### config.mk
export PLATFORM = sky130hd
export DESIGN_NAME = mem_port_arbiter
export DESIGN_NICKNAME = d
export VERILOG_FILES = /design/src/rtl/mem_arb_pkg.sv /design/src/rtl/mem_port_arbiter_rr_picker.sv /design/src/rtl/mem_port_arbiter.sv
export SDC_FILE = /design/constraint.sdc
export NUM_CORES = 1
export LEC_CHECK = 0
export CAP_MARGIN = 15
export CORE_AREA = 2 2 393 395
export CTS_CLUSTER_DIAMETER = 40
export CTS_CLUSTER_SIZE = 25
export DETAILED_ROUTE_END_ITERATION = 16
export DIE_AREA = 0 0 395 397
export GPL_TIMING_DRIVEN = 0
export PLACE_DENSITY = 0.38
export SYNTH_ARGS = -nofsm -noshare
export SYNTH_HDL_FRONTEND = slang
export SYNTH_SLANG_ARGS = --single-unit
### constraint.sdc
create_clock -name clk -period 4.62 [get_ports clk]
set_input_delay 0.924 -clock clk [delete_from_list [all_inputs] [get_ports clk]]
set_output_delay 0.924 -clock clk [all_outputs]
set_load 0.01 [all_outputs]
### src/rtl/mem_arb_pkg.sv
`default_nettype none
// +------------------------------------------------------------------+
// | mem_arb_pkg : shared types, defaults and helpers for the mem port|
// |               arbiter                                            |
// | Revision    : 1.0                                                |
// +------------------------------------------------------------------+
package mem_arb_pkg;

    typedef enum logic [1:0] {
        S_IDLE  = 2'd0,
        S_ISSUE = 2'd1,
        S_WAIT  = 2'd2,
        S_RESP  = 2'd3
    } state_t;

    localparam int c_def_addr_w = 16;
    localparam int c_def_data_w = 129;

    // Bits needed to hold values 0..value-1 (0 for value <= 1).
    function automatic int clog2(input int value);
        int r;
        int v;
        r = 0;
        v = value - 1;
        while (v > 0) begin
            r = r + 1;
            v = v >> 1;
        end
        return r;
    endfunction

endpackage
`default_nettype wire

### src/rtl/mem_port_arbiter_rr_picker.sv
`default_nettype none
// +------------------------------------------------------------------+
// | rr_picker : combinational round-robin pick starting at ptr       |
// | Revision  : 1.0                                                  |
// +------------------------------------------------------------------+
module rr_picker
    import mem_arb_pkg::*;
#(
    parameter int NUM_REQ = 4,
    parameter int PTR_W   = (clog2(NUM_REQ) < 1) ? 1 : clog2(NUM_REQ)
) (
    input  logic [NUM_REQ-1:0] req,
    input  logic [PTR_W-1:0]   ptr,
    output logic [NUM_REQ-1:0] grant,
    output logic [PTR_W-1:0]   idx,
    output logic               any
);

    // Offset k from the pointer maps to position p, wrapping once past NUM_REQ.
    always_comb begin
        grant = '0;
        idx   = '0;
        any   = 1'b0;
        for (int k = 0; k < NUM_REQ; k++) begin
            for (int p = 0; p < NUM_REQ; p++) begin
                if (!any && req[p] &&
                    ((int'(ptr) + k == p) || (int'(ptr) + k == p + NUM_REQ))) begin
                    any      = 1'b1;
                    grant[p] = 1'b1;
                    idx      = PTR_W'(p);
                end
            end
        end
    end

endmodule
`default_nettype wire

### src/rtl/mem_port_arbiter.sv
`default_nettype none
// +------------------------------------------------------------------+
// | mem_port_arbiter : round-robin sequencer sharing one memory port |
// | Revision         : 1.0                                           |
// +------------------------------------------------------------------+
module mem_port_arbiter
    import mem_arb_pkg::*;
#(
    parameter int NUM_REQ = 4,
    parameter int ADDR_W  = c_def_addr_w,
    parameter int DATA_W  = c_def_data_w,
    parameter int TIMEOUT = 255
) (
    input  logic                      clk,
    input  logic                      rst_n,
    input  logic [NUM_REQ-1:0]        req_valid,
    output logic [NUM_REQ-1:0]        req_ready,
    input  logic [NUM_REQ-1:0]        req_we,
    input  logic [NUM_REQ*ADDR_W-1:0] req_addr,
    input  logic [NUM_REQ*DATA_W-1:0] req_wdata,
    output logic [NUM_REQ-1:0]        rsp_valid,
    output logic [DATA_W-1:0]         rsp_rdata,
    output logic                      rsp_err,
    output logic                      mem_cmd_valid,
    input  logic                      mem_cmd_ready,
    output logic                      mem_we,
    output logic [ADDR_W-1:0]         mem_addr,
    output logic [DATA_W-1:0]         mem_wdata,
    input  logic                      mem_rsp_valid,
    input  logic [DATA_W-1:0]         mem_rdata,
    output logic                      err_spurious
);

    localparam int c_ptr_w = (clog2(NUM_REQ) < 1) ? 1 : clog2(NUM_REQ);
    localparam int c_cnt_w = (clog2(TIMEOUT + 1) < 1) ? 1 : clog2(TIMEOUT + 1);
    localparam logic [c_ptr_w-1:0] c_last_idx = c_ptr_w'(NUM_REQ - 1);
    localparam logic [c_cnt_w-1:0] c_timeout  = c_cnt_w'(TIMEOUT);

    state_t               r_state;
    logic [c_ptr_w-1:0]   r_rr_ptr;
    logic [NUM_REQ-1:0]   r_owner_oh;
    logic [c_cnt_w-1:0]   r_cnt;
    logic                 r_mem_cmd_valid;
    logic                 r_mem_we;
    logic [ADDR_W-1:0]    r_mem_addr;
    logic [DATA_W-1:0]    r_mem_wdata;
    logic [NUM_REQ-1:0]   r_rsp_valid;
    logic [DATA_W-1:0]    r_rsp_rdata;
    logic                 r_rsp_err;
    logic                 r_err_spurious;

    logic [NUM_REQ-1:0]   w_grant;
    logic [c_ptr_w-1:0]   w_idx;
    logic                 w_any;
    logic                 w_sel_we;
    logic [ADDR_W-1:0]    w_sel_addr;
    logic [DATA_W-1:0]    w_sel_wdata;

    rr_picker #(
        .NUM_REQ (NUM_REQ),
        .PTR_W   (c_ptr_w)
    ) u_rr_picker (
        .req   (req_valid),
        .ptr   (r_rr_ptr),
        .grant (w_grant),
        .idx   (w_idx),
        .any   (w_any)
    );

    // One-hot grant selects the winner's payload.
    always_comb begin
        w_sel_we    = 1'b0;
        w_sel_addr  = '0;
        w_sel_wdata = '0;
        for (int i = 0; i < NUM_REQ; i++) begin
            if (w_grant[i]) begin
                w_sel_we    = req_we[i];
                w_sel_addr  = req_addr[i*ADDR_W +: ADDR_W];
                w_sel_wdata = req_wdata[i*DATA_W +: DATA_W];
            end
        end
    end

    // Gated by rst_n so nothing is accepted while reset is held.
    assign req_ready     = ((r_state == S_IDLE) && rst_n) ? w_grant : '0;
    assign rsp_valid     = r_rsp_valid;
    assign rsp_rdata     = r_rsp_rdata;
    assign rsp_err       = r_rsp_err;
    assign mem_cmd_valid = r_mem_cmd_valid;
    assign mem_we        = r_mem_we;
    assign mem_addr      = r_mem_addr;
    assign mem_wdata     = r_mem_wdata;
    assign err_spurious  = r_err_spurious;

    always_ff @(posedge clk or negedge rst_n) begin
        if (!rst_n) begin
            r_state         <= S_IDLE;
            r_rr_ptr        <= '0;
            r_owner_oh      <= '0;
            r_cnt           <= '0;
            r_mem_cmd_valid <= 1'b0;
            r_mem_we        <= 1'b0;
            r_mem_addr      <= '0;
            r_mem_wdata     <= '0;
            r_rsp_valid     <= '0;
            r_rsp_rdata     <= '0;
            r_rsp_err       <= 1'b0;
            r_err_spurious  <= 1'b0;
        end else begin
            if (mem_rsp_valid && (r_state != S_WAIT)) begin
                r_err_spurious <= 1'b1;
            end
            case (r_state)
                S_IDLE: begin
                    if (w_any) begin
                        r_owner_oh      <= w_grant;
                        r_mem_we        <= w_sel_we;
                        r_mem_addr      <= w_sel_addr;
                        r_mem_wdata     <= w_sel_wdata;
                        r_mem_cmd_valid <= 1'b1;
                        r_rr_ptr        <= (w_idx == c_last_idx) ? '0 : w_idx + 1'b1;
                        r_state         <= S_ISSUE;
                    end
                end
                S_ISSUE: begin
                    if (mem_cmd_ready) begin
                        r_mem_cmd_valid <= 1'b0;
                        r_cnt           <= '0;
                        if (r_mem_we) begin
                            r_rsp_valid <= r_owner_oh;
                            r_rsp_err   <= 1'b0;
                            r_rsp_rdata <= '0;
                            r_state     <= S_RESP;
                        end else begin
                            r_state <= S_WAIT;
                        end
                    end
                end
                S_WAIT: begin
                    // Returned data takes priority over a simultaneous expiry.
                    if (mem_rsp_valid) begin
                        r_rsp_rdata <= mem_rdata;
                        r_rsp_err   <= 1'b0;
                        r_rsp_valid <= r_owner_oh;
                        r_state     <= S_RESP;
                    end else if (r_cnt == c_timeout) begin
                        r_rsp_rdata <= '0;
                        r_rsp_err   <= 1'b1;
                        r_rsp_valid <= r_owner_oh;
                        r_state     <= S_RESP;
                    end else begin
                        r_cnt <= r_cnt + 1'b1;
                    end
                end
                S_RESP: begin
                    r_rsp_valid <= '0;
                    r_state     <= S_IDLE;
                end
                default: begin
                    r_state <= S_IDLE;
                end
            endcase
        end
    end

endmodule
`default_nettype wire

==> summary.txt, run 1 <==
Run status
  • Status: finished, final reports clean

Synthesis
  • Syn_area_per_cell: 10.06 sq um
  • Post-synthesis cell count: 1,721
  • Synthesized flop and latch total: 298
  • Cell Area, Synth: 17,310 sq um
  • Ys Warns: 0
  • Syn Nets: 2,448
  • Yosys cell types: 46
  • Register area share after synthesis: 43.08%

Cells and area
  • Fin area: 33,510 sq um
  • Filler Cell Count: 16,710
  • Final Util: 21.91%
  • Area grow syn2layout: 93.60%
  • Multi-input gate area: 8707 sq um
  • Post-layout net count: 3,553
  • Sequential cell area: 7457 sq um
  • Layout cells sized above 1: 23.42%

Min path
  • Min-Delay Path Class: in2async

Pwr
  • Power Total: 23.01 mW
  • Clock share of power: 30.3%
  • Net Sw Frac: 42.56%
  • Comb power frac: 49.1%
  • Static leakage: 12.12 nW
  • Power Internal: 13.22 mW
  • Switching power: 9.793 mW
  • IR drop worst, VDD: 0.3302 mV
  • Pwr Density: 686.6 nW/um^2
  • Power share of the sequential group: 20.5%

Worst setup path
  • Critical path start-end classification: in2out
  • Critical Path Source Type: input pin
  • Worst path required time: 3700 ps
  • Worst EP arrival: 3480 ps
  • Nature of the critical path endpoint: output pin
  • Crit Reg-Reg Startpoint: r_state[0]
  • Critical path fanouts, max: 10
  • R2R Path End: mem_wdata[127]
  • Reg2reg setup slack: 1200 ps
  • R2R depth: 8

Global route
  • Largest net degree at the start of global routing: 89
  • Tot GR Track Use: 18.35%
  • Initial antenna violation count: 73
  • Vias in the first global route: 20,590
  • Global-route wire length before repair: 194,600 um
  • Global route overflow: 0

Floorplan
  • Core Rows: 144
  • Die height: 397 um
  • Die area: 156,800 sq um
  • Initial Util: 11.32%
  • Core Box Area: 153,000 sq um
  • Die width: 395 um
  • I/O pin cnt: 1,007

Place
  • HPWL after DPL: 122,400 um
  • Final RePlAce weighted congestion: 0.9004
  • Port bufs: 1,005
  • Area after DPL: 30,030 sq um

Route
  • Routed WL: 148,700 um
  • Iteration-0 DRC Markers: 1,372
  • Via count: 19,580
  • Post-route ant nets: 0
  • Residual DRC: 0
  • Drt wl/cell: 29.97 um
  • Via density: 3.945
  • Drt pass-1 iters: 6

Clock network
  • Clk slew on worst S/H paths: 40 ps
  • CTS Buf Count: 93
  • TritonCTS clock tree: built
  • Clock latency on the worst-skew pair: 720 ps
  • Clock sinks: 298
  • Htree depth: 3
  • Hold Buf Count CTS: 0
  • Root Buffer: clkbuf_16
  • Clock Tree Buf Depth: 3

Run
  • Max cap viols: 0

STA
  • Setup TNS: 0 ps
  • Setup violators final: 0
  • Crit path time final: 4407 ps
  • Fmax: 226.9 MHz
  • Slew Viols, Final: 0
  • Max_slew headroom: 25.65%
  • Final hold viol count: 0
  • Slew @ Worst Pin: 1115 ps
  • Final worst-path cycle share: 95.39%
  • WHS: 185.0 ps
  • Clock skew: 63.52 ps
  • Unrepaired setup endpoints after global routing: no
power groups by stage:
stage	clock network, mW	logic [mW]	registers [mW]
after CTS	7.14	11.5	4.73
after detailed placement	0	11.5	4.74
after global placement	0	11.5	4.76
after global routing	7.25	12.1	4.85
after floorplan	0	4.88	4.94
final	6.98	11.3	4.73
worst max-delay path, stage by stage:
cell and delay, ps:
clkdlybuf4s50_1 550, o21ai_1 190, o211a_1 150, clkbuf_1 320, buf_6 290, buf_4 270
nor2b_1 160, clkdlybuf4s50_1 610
worst max-delay path by stage:
| stage | start | endpoint | slack, ps | cells after the start |
|---|---|---|---|---|
| final | req_valid[0] | req_ready[1] | 210 | 8 |
| after global routing | req_valid[0] | req_ready[1] | 60 | 8 |
| after CTS | req_valid[0] | req_ready[1] | 60 | 8 |
| after detailed placement | req_valid[0] | req_ready[1] | -130 | 8 |
| after global placement | rst_n | req_ready[0] | -14780 | 4 |
| after floorplan | req_valid[2] | req_ready[1] | 1600 | 7 |
logic make-up after synthesis:
family,count (synthesis),share of synthesized area (%)
simple gates,472,10.68
buf+inv,185,6.628
flops,298,43.08
fa+ha+maj,6,0.4336
mux,7,0.4481
compound gates,749,38.53
xor+xnor,4,0.2023
routing by layer:
layer | global-route usage [%] | part of all wire, % | up-vias
li1 | - | - | 8597
met1 | 21.47 | 40 | 9737
met2 | 31.68 | 49 | 956
met3 | 5.988 | 8.0 | 251
met4 | 5.521 | 2.9 | 36
met5 | 0 | 0.16 | -
metrics by stage:
stage / instances / setup WS (ps)
2_1_floorplan: 1721 / 1600
3_5_place_dp: 4774 / -130.5
6_report: 4963 / 213.2
5_1_grt: 4957 / 60.41
3_3_place_gp: 4770 / -14780
4_1_cts: 4947 / 61.46
layout make-up:
cell class,count,area share [%]
antenna,16,0.1195
buffer,178,3.364
clock buffer,126,7.851
clock inverter,46,2.307
inverter,7,0.07840
multi-input combinational,1238,25.98
sequential,298,22.25
tap,2044,7.631
timing repair buffer,1010,30.42
state kept, by name, indices dropped and copies added (netlist names):
name and cells:
rsp_err 1, r_rr_ptr 2, rsp_valid 4, r_state 2, mem_wdata 129, mem_we 1
r_owner_oh 4, err_spurious 1, mem_cmd_valid 1, r_cnt 8, rsp_rdata 129, mem_addr 16
layout by cell type, fill, tap and decap left out, types with 2 or more instances in the layout:
cell type,instances
clkbuf_1,68
o21ai_0,7
buf_8,5
nand2_1,282
buf_6,2
clkbuf_16,93
nor2b_1,8
or3_1,3
clkbuf_8,18
a221oi_2,129
ha_1,6
nand4_1,3
nor3_1,5
mux2_1,6
buf_2,71
o211ai_1,3
a21oi_2,257
clkdlybuf4s50_1,1004
a21oi_1,43
clkinv_2,14
clkinvlp_4,11
nor2_1,158
inv_1,6
clkinv_16,6
dfrtp_1,298
bufinv_16,14
buf_16,3
nand2b_1,5
xnor2_1,4
diode_2,16
o22ai_1,2
buf_12,11
o2bb2ai_1,145
o21ai_1,134
nand3_1,4
a221oi_1,17
buf_4,38
cell usage after synthesis, drive strengths merged:
cell | instances | share of area [%]
nor2b | 8 | 0.29
o2bb2ai | 145 | 7.3
o211a | 1 | 0.058
o31ai | 1 | 0.043
o21ai | 141 | 4.1
o211ai | 3 | 0.13
nand3 | 4 | 0.12
a221oi | 146 | 12
nand2 | 282 | 6.1
nor3 | 5 | 0.14
a32oi | 1 | 0.051
buf | 125 | 5.3
a31oi | 1 | 0.036
nand2b | 5 | 0.18
o311ai | 1 | 0.051
a21o | 1 | 0.043
nor4 | 1 | 0.072
o22ai | 2 | 0.072
or3 | 3 | 0.11
ha | 6 | 0.43
a211oi | 1 | 0.043
nor2 | 159 | 3.5
o221ai | 1 | 0.051
mux2i | 1 | 0.058
dfrtp | 298 | 43
clkbuf | 53 | 1.1
inv | 7 | 0.15
o21a | 1 | 0.043
o22a | 1 | 0.051
mux2 | 6 | 0.39
a21oi | 300 | 14
a2bb2oi | 1 | 0.087
nand4 | 3 | 0.11
and2 | 2 | 0.087
o221a | 1 | 0.065
xnor2 | 4 | 0.20
repair_timing:
action	4_1_cts	5_1_grt
endpoints found under the setup margin	2	1
gates resized for setup	1	1
buffers inserted	0	0
gates cloned	1	0
(Power assumes the default switching activity.)
==> run 2: changes to the inputs <==
--- a/config.mk
+++ b/config.mk
@@ -11,6 +11,7 @@
 export CTS_CLUSTER_SIZE = 25
 export DETAILED_ROUTE_END_ITERATION = 16
 export DIE_AREA = 0 0 395 397
+export GPL_ROUTABILITY_DRIVEN = 0
 export GPL_TIMING_DRIVEN = 0
 export PLACE_DENSITY = 0.38
 export SYNTH_ARGS = -nofsm -noshare
==> results of run 2 <==
Same layout as run 1: the final DEF is identical, and so are final timing and power.
==> run 3: changes to the inputs <==
--- a/config.mk
+++ b/config.mk
@@ -5,6 +5,7 @@
 export SDC_FILE = /design/constraint.sdc
 export NUM_CORES = 1
 export LEC_CHECK = 0
+export ABC_CLOCK_PERIOD_IN_PS = 4620
 export CAP_MARGIN = 15
 export CORE_AREA = 2 2 393 395
 export CTS_CLUSTER_DIAMETER = 40
==> results of run 3 <==
Same layout as run 1: the final DEF is identical, and so are final timing and power.
